--- src/rtl/clk_freq_meter_pkg.sv ---
// Shared constants for the clock frequency meter: FSM encoding and the default
// expected period for the 50 MHz system clock / 1 MHz divided clock pair.
package clk_freq_meter_pkg;

  typedef enum logic {
    S_WAIT = 1'b0,
    S_MEAS = 1'b1
  } meter_state_e;

  localparam int unsigned DefExpPeriod = 50;

endpackage

--- src/rtl/sync_rise.sv ---
// Two-flop synchronizer plus an edge flop; emits a one-cycle pulse on each
// synchronized rising edge of din.
module sync_rise (
  input  logic clk,
  input  logic rst_n,
  input  logic din,
  output logic rise
);

  logic sync1_q, sync2_q, sync3_q;

  always_ff @(posedge clk or negedge rst_n) begin
    if (!rst_n) begin
      sync1_q <= 1'b0;
      sync2_q <= 1'b0;
      sync3_q <= 1'b0;
    end else begin
      sync1_q <= din;
      sync2_q <= sync1_q;
      sync3_q <= sync2_q;
    end
  end

  assign rise = sync2_q & ~sync3_q;

endmodule

--- src/rtl/clk_freq_meter.sv ---
// Measures the period of an asynchronous slow clock in system clock cycles,
// tracks lock against an expected period and flags out-of-range or lost clock.
module clk_freq_meter
  import clk_freq_meter_pkg::*;
#(
  parameter int unsigned EXP_PERIOD = DefExpPeriod,
  parameter int unsigned TOL        = 1,
  parameter int unsigned LOCK_CNT   = 4,
  parameter int unsigned TIMEOUT    = 200,
  parameter int unsigned CNT_W      = 16
) (
  input  logic             clk,
  input  logic             rst_n,
  input  logic             clk_in,
  output logic [CNT_W-1:0] period,
  output logic             period_valid,
  output logic             locked,
  output logic             fault
);

  localparam int unsigned      GoodW      = $clog2(LOCK_CNT + 1);
  // Lower bound clamps at zero so a tolerance wider than the period cannot wrap.
  localparam int unsigned      LoInt      = (EXP_PERIOD > TOL) ? EXP_PERIOD - TOL : 0;
  localparam logic [CNT_W:0]   RangeLo    = (CNT_W + 1)'(LoInt);
  localparam logic [CNT_W:0]   RangeHi    = (CNT_W + 1)'(EXP_PERIOD + TOL);
  localparam logic [CNT_W-1:0] CntTimeout = CNT_W'(TIMEOUT - 1);
  localparam logic [GoodW-1:0] GoodMax    = GoodW'(LOCK_CNT);

  meter_state_e     state_q, state_d;
  logic [CNT_W-1:0] cnt_q, cnt_d;
  logic [CNT_W-1:0] period_q, period_d;
  logic             valid_q, valid_d;
  logic             locked_q, locked_d;
  logic             fault_q, fault_d;
  logic [GoodW-1:0] good_q, good_d, good_inc;
  logic             rise, cnt_max, in_range;
  logic [CNT_W:0]   meas;

  sync_rise u_sync_rise (
    .clk   (clk),
    .rst_n (rst_n),
    .din   (clk_in),
    .rise  (rise)
  );

  always_comb begin
    cnt_max  = (cnt_q == '1);
    meas     = {1'b0, cnt_q} + (CNT_W + 1)'(1);
    in_range = (meas >= RangeLo) && (meas <= RangeHi);
    good_inc = (good_q == GoodMax) ? good_q : good_q + GoodW'(1);

    state_d  = state_q;
    cnt_d    = cnt_q;
    period_d = period_q;
    valid_d  = 1'b0;
    locked_d = locked_q;
    fault_d  = fault_q;
    good_d   = good_q;

    case (state_q)
      S_WAIT: begin
        cnt_d = '0;
        if (rise) begin
          state_d = S_MEAS;
        end
      end
      S_MEAS: begin
        // A rise on the timeout cycle takes priority and is measured normally.
        if (rise) begin
          cnt_d    = '0;
          valid_d  = 1'b1;
          period_d = cnt_max ? cnt_q : meas[CNT_W-1:0];
          if (in_range) begin
            good_d   = good_inc;
            fault_d  = 1'b0;
            locked_d = (good_inc == GoodMax);
          end else begin
            good_d   = '0;
            locked_d = 1'b0;
            fault_d  = 1'b1;
          end
        end else if (cnt_q == CntTimeout) begin
          state_d  = S_WAIT;
          cnt_d    = '0;
          good_d   = '0;
          locked_d = 1'b0;
          fault_d  = 1'b1;
        end else if (!cnt_max) begin
          cnt_d = cnt_q + CNT_W'(1);
        end
      end
      default: state_d = S_WAIT;
    endcase
  end

  always_ff @(posedge clk or negedge rst_n) begin
    if (!rst_n) begin
      state_q  <= S_WAIT;
      cnt_q    <= '0;
      period_q <= '0;
      valid_q  <= 1'b0;
      locked_q <= 1'b0;
      fault_q  <= 1'b0;
      good_q   <= '0;
    end else begin
      state_q  <= state_d;
      cnt_q    <= cnt_d;
      period_q <= period_d;
      valid_q  <= valid_d;
      locked_q <= locked_d;
      fault_q  <= fault_d;
      good_q   <= good_d;
    end
  end

  assign period       = period_q;
  assign period_valid = valid_q;
  assign locked       = locked_q;
  assign fault        = fault_q;

endmodule
--- config.mk ---
export PLATFORM = sky130hd
export DESIGN_NAME = clk_freq_meter
export DESIGN_NICKNAME = d
export VERILOG_FILES = /design/src/rtl/clk_freq_meter_pkg.sv /design/src/rtl/sync_rise.sv /design/src/rtl/clk_freq_meter.sv
export SDC_FILE = /design/constraint.sdc
export NUM_CORES = 1
export LEC_CHECK = 0
export CAP_MARGIN = 20
export CORE_MARGIN = 2
export CORE_UTILIZATION = 61
export CTS_CLUSTER_SIZE = 25
export DETAILED_ROUTE_END_ITERATION = 16
export PLACE_DENSITY = 0.84
export SETUP_SLACK_MARGIN = 0.3
export SYNTH_ARGS = -nofsm -noshare
export SYNTH_HDL_FRONTEND = slang
export SYNTH_SLANG_ARGS = --single-unit
--- constraint.sdc ---
create_clock -name clk -period 5 [get_ports clk]
set_input_delay 0.75 -clock clk [delete_from_list [all_inputs] [get_ports clk]]
set_output_delay 0.75 -clock clk [all_outputs]
set_load 0.05 [all_outputs]
-- After elaboration in Yosys (flattened, before gate mapping)
Index checks and enable logic that the tools add are counted.
Widths: inputs -> output; s select.
- register bits after elaboration: 42
- input bits: 3
- output and inout port bits: 19
- word-level logic and storage cells: 47
- $add $sub $neg: 3
- magnitude comparators: 2
- eq/ne operators: 5
- muxes and demuxes: 20
- bitwise operators: 3
- reduce and logical (&&, ||, !) cells: 4
- operator list (operator ; count):
    $mux 16 ; 4
    $pmux 16 s2 ; 1
    $add 16x1->17 const B ; 1
    $ge 17x6->1 const B ; 1
    $le 17x6->1 const B ; 1
    $add 16x1->16 const B ; 1
    $eq 16x16->1 const B ; 1
    $eq 16x8->1 const B ; 1
    $mux 3 ; 4
    $mux 1 ; 10
    $eq 3x3->1 const B ; 2
    $ne 4x3->1 const B ; 1
    $reduce_and 2->1 ; 2
    $add 3x1->3 const B ; 1
    $not 1->1 ; 2
    $pmux 1 s2 ; 1
    $reduce_bool 2->1 ; 1
    $and 1x1->1 ; 1
    $logic_and 1x1->1 ; 1

-- Depth between registers and ports, before layout
Gate-level depths: netlist of the first run.
- word-level depth: 5
- gate-level depth with buffers: 8

-- Cells and area by module
A second synthesis of the first run with hierarchy kept.
- cells, all modules: 252
- area total of the unflattened synthesis: 2358.5 sq um
- by module, submodules not included (module ; times used ; cells an instance ; area an instance (sq um) ; sequential area each (sq um)):
    clk_freq_meter ; 1 ; 248 ; 2269.7 ; 975.9
    sync_rise ; 1 ; 4 ; 88.8 ; 75.1

-- Least setup slack after synthesis of the first run
OpenSTA, ideal clock, no wires.
- kind: register to register
- start point: reg cnt_q[1]
- end point: reg locked_q, in the netlist locked
- arrival time: 2.112 ns
- slack: 2.766 ns
- stages on the path, launching flop included: 9
- buffers on the path: 1
- cell sequence: dfrtp_1 > ha_1 > nand4_4 > or4_4 > buf_6 > nand4b_2 > a32oi_2 > and3_4 > a32o_1
- longest elaborated chain between the ends: 5
- elaborated cells on any way between the ends: 9
- those cells by class: 1 x add/sub; 2 x order compare; 1 x eq/ne; 2 x mux; 3 x reduce/logical
- RTL lines (element ; RTL line ; text):
    start: declaration ; clk_freq_meter.sv:30 ; logic [CNT_W-1:0] cnt_q, cnt_d;
    start signal: assignment ; clk_freq_meter.sv:107 ; cnt_q <= cnt_d;
    $add 16x1->17 ; clk_freq_meter.sv:48 ; meas = {1'b0, cnt_q} + (CNT_W + 1)'(1);
    $ge 17x6->1 or $le 17x6->1 (tied branches) ; clk_freq_meter.sv:49 ; in_range = (meas >= RangeLo) && (meas <= RangeHi);
    $logic_and 1x1->1 ; clk_freq_meter.sv:49 ;
    $mux 1 ; clk_freq_meter.sv:73 ; if (in_range) begin
    $mux 1 ; clk_freq_meter.sv:69 ; if (rise) begin
    end signal: assignment ; clk_freq_meter.sv:110 ; locked_q <= locked_d;
    end: declaration ; clk_freq_meter.sv:33 ; logic locked_q, locked_d;
Parallel ways exist; a longest one is shown, timed or not.
A chain may end at the register's enable or synchronous reset.

-- Worst setup path after layout of the first run
- start point: reg cnt_q[1]
- end point: reg period_q[1], in the netlist period[1]
- longest elaborated chain between the ends: 2
- elaborated cells on any way between the ends: 3
- those cells by class: 1 x add/sub; 1 x eq/ne; 1 x mux
- RTL lines (element ; RTL line ; text):
    $add 16x1->17 or $eq 16x16->1 (tied branches) ; clk_freq_meter.sv:48, clk_freq_meter.sv:47 ;
    $mux 16 * ; clk_freq_meter.sv:72 ; period_d = cnt_max ? cnt_q : meas[CNT_W-1:0];
    end signal: assignment ; clk_freq_meter.sv:108 ; period_q <= period_d;
    end: declaration ; clk_freq_meter.sv:31 ; logic [CNT_W-1:0] period_q, period_d;
Mark *: on every way between the ends. The rest lies on a longest branch, timed or not.

==> impl_metrics.csv, run 1 <==
group,metric,value,unit
synthesis,synth-compound-area-share,0.1401,
synthesis,yosys.area_share.simple,0.2682,
floorplan,die_area,4253,um^2
place,placed_area,2465,um^2
floorplan,coreArea,3633,um^2
setup_path,end_kind,"flip-flop",
floorplan,die_h,65.22,um
sta,rsz0062_at_grt,"false",
clocking,cts.sinks,42,
floorplan,dieWidth,65.22,um
detailed_routing,viasPerCell,6.100,
setup_path,r2r_cells,6,
synthesis,ys.flop_type,"dfrtp_1",
floorplan,ioPinCount,22,
sta,hold_viol_final,0,
hold_path,hold_start,"u_sync_rise.sync1_q$_DFF_PN0_",
sta,slew_headroom,0.4084,
sta,min_period_over_period,0.4962,
setup_path,reg2reg_from,"cnt_q[1]$_DFFE_PN0P_",
synthesis,synthMuxAreaShare,0.01314,
sta,finalCriticalPeriod,2481,ps
synthesis,avgSynthCellArea,9.218,um^2
pwr,p_comb_frac,0.222,
clocking,cts.repair.resized,0,
setup_path,max_stage_delay,620,ps
place,dp_hpwl,3335,um
global_route,grt_max_degree,43,
pwr,pwr-share-clk,0.343,
pwr,peakVddDrop,0.0002862,V
global_route,grt_pass1_vias,1720,
setup_path,crit_slowest_cell,"or4_4",
clocking,numCtsBuffers,5,
sta,setup_slack,2519,ps
synthesis,synthCells,248,
clocking,ctsHtreeMaxLevel,2,
layout,insertedDiodeCount,0,
layout,final_layout_size_suffix_gt1_frac,0.08429,
pwr,seq_power_share,0.435,
global_route,grt_overflow_total,0,
pwr,power_switching,0.0002940,W
layout,final_nets,268,
place,place_congestion,0.9157,
layout,final_cells,309,
synthesis,yosys_warnings,0,
setup_path,crit_start,"cnt_q[1]$_DFFE_PN0P_",
hold_path,hold_path_class,"reg -> reg",
global_route,antenna_found_initial,0,
floorplan,rows,22,
synthesis,synth_top_family_by_area,"simple AND/OR/NAND/NOR gates",
global_route,grt_use_total,0.2525,
synthesis,synth_nets,256,
clocking,clock_latency,290,ps
sta,tightest_slew,887.3,ps
run_status,status,"finished, final reports clean",
place,post-place-cells,300,
setup_path,crit_path_start_kind,"flip-flop",
clocking,post-cts-setup-buffer-count,0,
synthesis,synth_edf_count,0,
global_route,grt_pass1_wl,8286,um
pwr,power_leakage,1.118,nW
setup_path,critPathArrivalTime,2640,ps
clocking,cts_tree,"built",
detailed_routing,dr.pass1.iters,5,
synthesis,synth.yosys.seq_area_share,0.4598,
sta,finClkSkew,4.233,ps
setup_path,cp_max_fo,11,
detailed_routing,avgRoutedWirePerCell,16.29,um
clocking,cts.clk_slew.worst_paths,80,ps
synthesis,synth_xor_area_frac,0.03065,
synthesis,synth_cell_types,53,
clocking,cts_root_buf,"clkbuf_8",
synthesis,synthAdderAreaFrac,0.02737,
floorplan,initial_utilization,0.6291,
clocking,hold_buffers,0,
pwr,powerDensity,361.3,nW/um^2
sta,fin_setup_tns,0,ps
detailed_routing,remaining_drc_errors,0,
setup_path,cp_data_required_time,5160,ps
pwr,internal-power,0.0006580,W
job,cap_violations,0,
sta,fmax,403.0,MHz
pwr,finalPower,0.0009520,W
place,port_buffers,21,
detailed_routing,drt-total-wl,5034,um
synthesis,syn_area,2286,um^2
layout,areaGrowthSynthToFinish,15.27,%
place,post-place-ws,2533,ps
pwr,netSwitchingFraction,0.3088,
setup_path,crit_chain,"ha_1, nand4_4, or4_4, nor2_4, mux2i_1, o21ai_0",
detailed_routing,num_vias,1885,
detailed_routing,ant_nets,0,
hold_path,hold_depth,0,
synthesis,async_flop_share,1.000,
synthesis,synth-seq-cells,42,
detailed_routing,first_iter_violations,133,
clocking,cts_buffer_depth,2,
layout,fin_area,2635,um^2
setup_path,crit_family,"simple AND/OR/NAND/NOR gates",
setup_path,criticalPathCategory,"reg -> reg",
setup_path,critPathBufInv,0,
sta,slew_viol_final,0,
setup_path,path_depth,6,
sta,report.final.setup_viol,0,
[cell type report]
type / count / area, um^2
inverter: 14 / 52.55
tap: 48 / 60.06
clock buffer: 6 / 82.58
fill: 281 / 998.5
multi-input combinational: 175 / 1096
sequential: 42 / 1051
timing repair buffer: 22 / 232.7
clock inverter: 2 / 60.06
[worst paths after layout]
check | to | slack (ps)
max | period[1]$_DFFE_PN0P_ | 2520
min | u_sync_rise.sync2_q$_DFF_PN0_ | 350
max reg2reg | period[1]$_DFFE_PN0P_ | 2520
min reg2reg | u_sync_rise.sync2_q$_DFF_PN0_ | 350
max in group asynchronous | cnt_q[5]$_DFFE_PN0P_ | 3870
min in group asynchronous | period[3]$_DFFE_PN0P_ | 560
[power by group through the flow]
stage | logic (W) | clock network (W) | registers (W)
2_1_floorplan | 0.000123 | 0 | 0.000443
3_3_place_gp | 0.000203 | 0 | 0.000419
3_5_place_dp | 0.000205 | 0 | 0.000421
4_1_cts | 0.000207 | 0.000329 | 0.000414
5_1_grt | 0.000228 | 0.000343 | 0.000420
6_report | 0.000211 | 0.000327 | 0.000414
[worst register-to-register path, cell delays in order (launching register included)]
cell	delay (ps)
dfrtp_1	510
ha_1	360
nand4_4	180
or4_4	620
nor2_4	310
mux2i_1	270
o21ai_0	90
[logic make-up (layout without fill, tap and decap cells)]
logic type               count (synthesis)  in the layout
multiplexers                             3              3
buffers and inverters                   31             44
AO/OA/AOI/OAI                           48             48
adder cells (fa/ha/maj)                  5              5
AND/OR/NAND/NOR                        111            111
flip-flops                              42             42
XOR/XNOR                                 8              8
[stage by stage]
| stage | hold WS (ps) | utilization |
|---|---|---|
| after floorplan | 331.2 | - |
| after global placement | 333.7 | 0.6784 |
| after detailed placement | 334.7 | 0.6784 |
| after CTS | 352.7 | 0.7176 |
| after global routing | 388.9 | 0.7252 |
| final | 351.4 | 0.7252 |
[layer usage]
metal	track usage	part of all wire	wire length (um)	up-vias
met4	0.07552	0.021	106	0
met1	0.3521	0.44	2232	913
met5	0	0	0	-
met2	0.4056	0.47	2347	74
li1	-	-	-	887
met3	0.04623	0.069	347	11
[cell usage in the layout (no fill, tap or decap), types with 3 or more instances in the layout]
cell / netlist / routed
ha_1: 5 / 5
inv_1: 14 / 14
nor2_1: 32 / 32
clkbuf_8: 0 / 6
clkdlybuf4s50_1: 0 / 20
nor3_1: 4 / 4
nor4_1: 9 / 9
xnor2_1: 6 / 6
dfrtp_1: 42 / 42
nand4_1: 7 / 7
nand2_1: 28 / 28
a21oi_1: 6 / 6
nand3_1: 8 / 8
o21ai_0: 20 / 20
mux2i_1: 3 / 3
[registers in the layout, summed over array words and instances (netlist names)]
register / count
cnt_q: 16
fault: 1
good_q: 3
locked: 1
period: 16
period_valid: 1
state_q: 1
u_sync_rise.sync1_q: 1
u_sync_rise.sync2_q: 1
u_sync_rise.sync3_q: 1
[Yosys cell counts (all sizes together) (3+ instances only)]
cell     n  area, um^2
a21oi    6       30.03
and3     3       23.77
buf      9       56.30
clkbuf   8       30.03
dfrtp   42        1051
ha       5       62.56
inv     14       52.55
mux2i    3       30.03
nand2   28       105.1
nand3    9       50.05
nand4    9       86.33
nor2    33       131.4
nor3     5       30.03
nor4    10       77.57
o21ai   22       110.1
xnor2    6       52.55
Note: power is estimated with default switching activity, not from simulation.
==> run 2: changes to the inputs <==
--- a/config.mk
+++ b/config.mk
@@ -7,10 +7,10 @@
 export LEC_CHECK = 0
 export CAP_MARGIN = 20
 export CORE_MARGIN = 2
-export CORE_UTILIZATION = 61
+export CORE_UTILIZATION = 51
 export CTS_CLUSTER_SIZE = 25
 export DETAILED_ROUTE_END_ITERATION = 16
-export PLACE_DENSITY = 0.84
+export PLACE_DENSITY = 0.75
 export SETUP_SLACK_MARGIN = 0.3
 export SYNTH_ARGS = -nofsm -noshare
 export SYNTH_HDL_FRONTEND = slang
==> constraint.sdc (replaced) <==
create_clock -name clk -period 2.05 [get_ports clk]
set_input_delay 0.3075 -clock clk [delete_from_list [all_inputs] [get_ports clk]]
set_output_delay 0.3075 -clock clk [all_outputs]
set_load 0.05 [all_outputs]
==> impl_metrics.csv, run 2 (synthesized netlist as in run 1, its figures left out) <==
group,metric,value,unit
layout,final_common_cell,"buf_4",
detailed_routing,wl_met1,2965,um
clocking,cts_tree,"built",
sta,finClkSkew,10.56,ps
detailed_routing,dr.pass1.iters,7,
clocking,numCtsBuffers,5,
pwr,peakVddDrop,0.0006747,V
clocking,cts_buffer_depth,2,
sta,slew_viol_final,0,
detailed_routing,num_vias,2256,
setup_path,reg2reg_from,"cnt_q[10]$_DFFE_PN0P_",
setup_path,crit_family,"simple AND/OR/NAND/NOR gates",
layout,final_cells,384,
layout,fillCellCount,263,
global_route,grt_max_degree,43,
setup_path,crit_chain,"nand4_1, buf_6, nor4_4, buf_4, nand4b_4, a32oi_2, and3_4, a32o_1",
layout,final_layout_size_suffix_gt1_frac,0.4127,
setup_path,crit_path_start_kind,"flip-flop",
setup_path,reg2reg_slack,8,ps
layout,mostFrequentLayoutCells,"buf_4, dfrtp_1, nand2_1",
floorplan,dieWidth,70.95,um
detailed_routing,wl_met2,3697,um
hold_path,hold_start,"u_sync_rise.sync1_q$_DFF_PN0_",
floorplan,coreArea,4324,um^2
clocking,cts_root_buf,"clkbuf_8",
job,cap_violations,0,
setup_path,cp_max_fo,4,
place,placed_area,2935,um^2
run_status,status,"finished, final reports clean",
setup_path,cp_data_required_time,2290,ps
global_route,grt_pass1_vias,2299,
sta,rsz0062_at_grt,"true",
place,place_congestion,0.9115,
detailed_routing,first_iter_violations,201,
setup_path,rr_endpoint,"locked$_DFFE_PN0P_",
place,port_buffers,21,
setup_path,critPathArrivalTime,2280,ps
clocking,cts.clk_slew.worst_paths,80,ps
hold_path,hold_path_class,"reg -> reg",
floorplan,initial_utilization,0.5286,
setup_path,crit_slowest_cell,"dfrtp_1",
hold_path,hold_depth,0,
pwr,finalPower,0.002421,W
global_route,grt_use_total,0.2804,
global_route,grt_overflow_total,0,
global_route,antenna_found_initial,0,
detailed_routing,viasPerCell,5.875,
clocking,cts.sinks,42,
sta,tightest_slew,506.0,ps
layout,final_nets,340,
sta,report.final.setup_viol,0,
sta,fmax,489.6,MHz
place,dp_hpwl,4320,um
clocking,ctsHtreeMaxLevel,2,
layout,register_area,1061,um^2
detailed_routing,avgRoutedWirePerCell,18.93,um
floorplan,die_h,70.95,um
layout,utilization,0.8061,
detailed_routing,remaining_drc_errors,0,
setup_path,end_kind,"flip-flop",
sta,slew_headroom,0.6621,
layout,multiInputGateArea,1418,um^2
sta,hold_viol_final,0,
setup_path,criticalPathCategory,"reg -> reg",
setup_path,critPathBufInv,2,
floorplan,rows,24,
pwr,powerDensity,694.6,nW/um^2
floorplan,die_area,5034,um^2
pwr,power_leakage,1.660,nW
layout,fin_area,3486,um^2
place,post-place-cells,353,
sta,finalCriticalPeriod,2042,ps
detailed_routing,routed.top_layer,"met4",
floorplan,ioPinCount,22,
clocking,clock_latency,300,ps
global_route,grt_pass1_wl,10900,um
hold_path,min_to,"u_sync_rise.sync2_q$_DFF_PN0_",
setup_path,r2r_cells,8,
detailed_routing,dr_wl_met3,319,um
detailed_routing,ant_nets,0,
sta,min_period_over_period,0.9963,
layout,areaGrowthSynthToFinish,52.49,%
detailed_routing,drt-total-wl,7271,um
setup_path,max_stage_delay,410,ps
layout,insertedDiodeCount,0,
==> run 2: how the worst max path moves through the flow <==
stage,start,to,cells past startpoint
6_report,cnt_q[10]$_DFFE_PN0P_,locked$_DFFE_PN0P_,8
2_1_floorplan,cnt_q[1]$_DFFE_PN0P_,locked$_DFFE_PN0P_,8
4_1_cts,cnt_q[8]$_DFFE_PN0P_,locked$_DFFE_PN0P_,8
3_3_place_gp,cnt_q[0]$_DFFE_PN0P_,locked$_DFFE_PN0P_,8
5_1_grt,cnt_q[10]$_DFFE_PN0P_,locked$_DFFE_PN0P_,8
3_5_place_dp,cnt_q[0]$_DFFE_PN0P_,locked$_DFFE_PN0P_,8
==> run 2: repair_timing <==
| action | in CTS | in global routing |
|---|---|---|
| resized for setup | 59 | 22 |
| pin swaps | 22 | 12 |
| hold buffers | 1 | 0 |
| buffers inserted | 17 | 5 |
| gates cloned | 0 | 1 |
| hold endpoints to repair | 42 | 0 |
| endpoints found under the setup margin | 53 | 37 |
==> run 2: metal layers <==
metal / vias up / track usage
li1: 1032 / -
met1: 1111 / 0.3401
met2: 89 / 0.4704
met3: 24 / 0.06410
met4: 0 / 0.1384
met5: - / 0
==> run 2: power by group <==
group          total [W]  internal [W]  switching [W]
Clock           0.000519      0.000229       0.000290
Combinational   0.000912      0.000393       0.000519
Sequential      0.000991      0.000901      0.0000892
Total            0.00242       0.00152       0.000898
==> run 2: metrics by stage <==
step / hold slack [ps] / setup slack [ps] / setup TNS, ps
after CTS: 362.4 / 91.68 / 0
after floorplan: 11.91 / -12.21 / -12.21
after detailed placement: 301.2 / -30.45 / -30.45
after global routing: 379.0 / -70.26 / -165.3
after global placement: 292.5 / 51.76 / 0
final: 365.1 / 7.539 / 0
==> run 2: area by class of cell <==
type / instances / share of cell area
Multi-Input combinational cell: 175 / 0.4067
Sequential cell: 42 / 0.3044
Timing Repair Buffer: 94 / 0.2326
Clock buffer: 5 / 0.01974
Tap cell: 52 / 0.01866
Inverter: 14 / 0.01508
Clock inverter: 2 / 0.002872
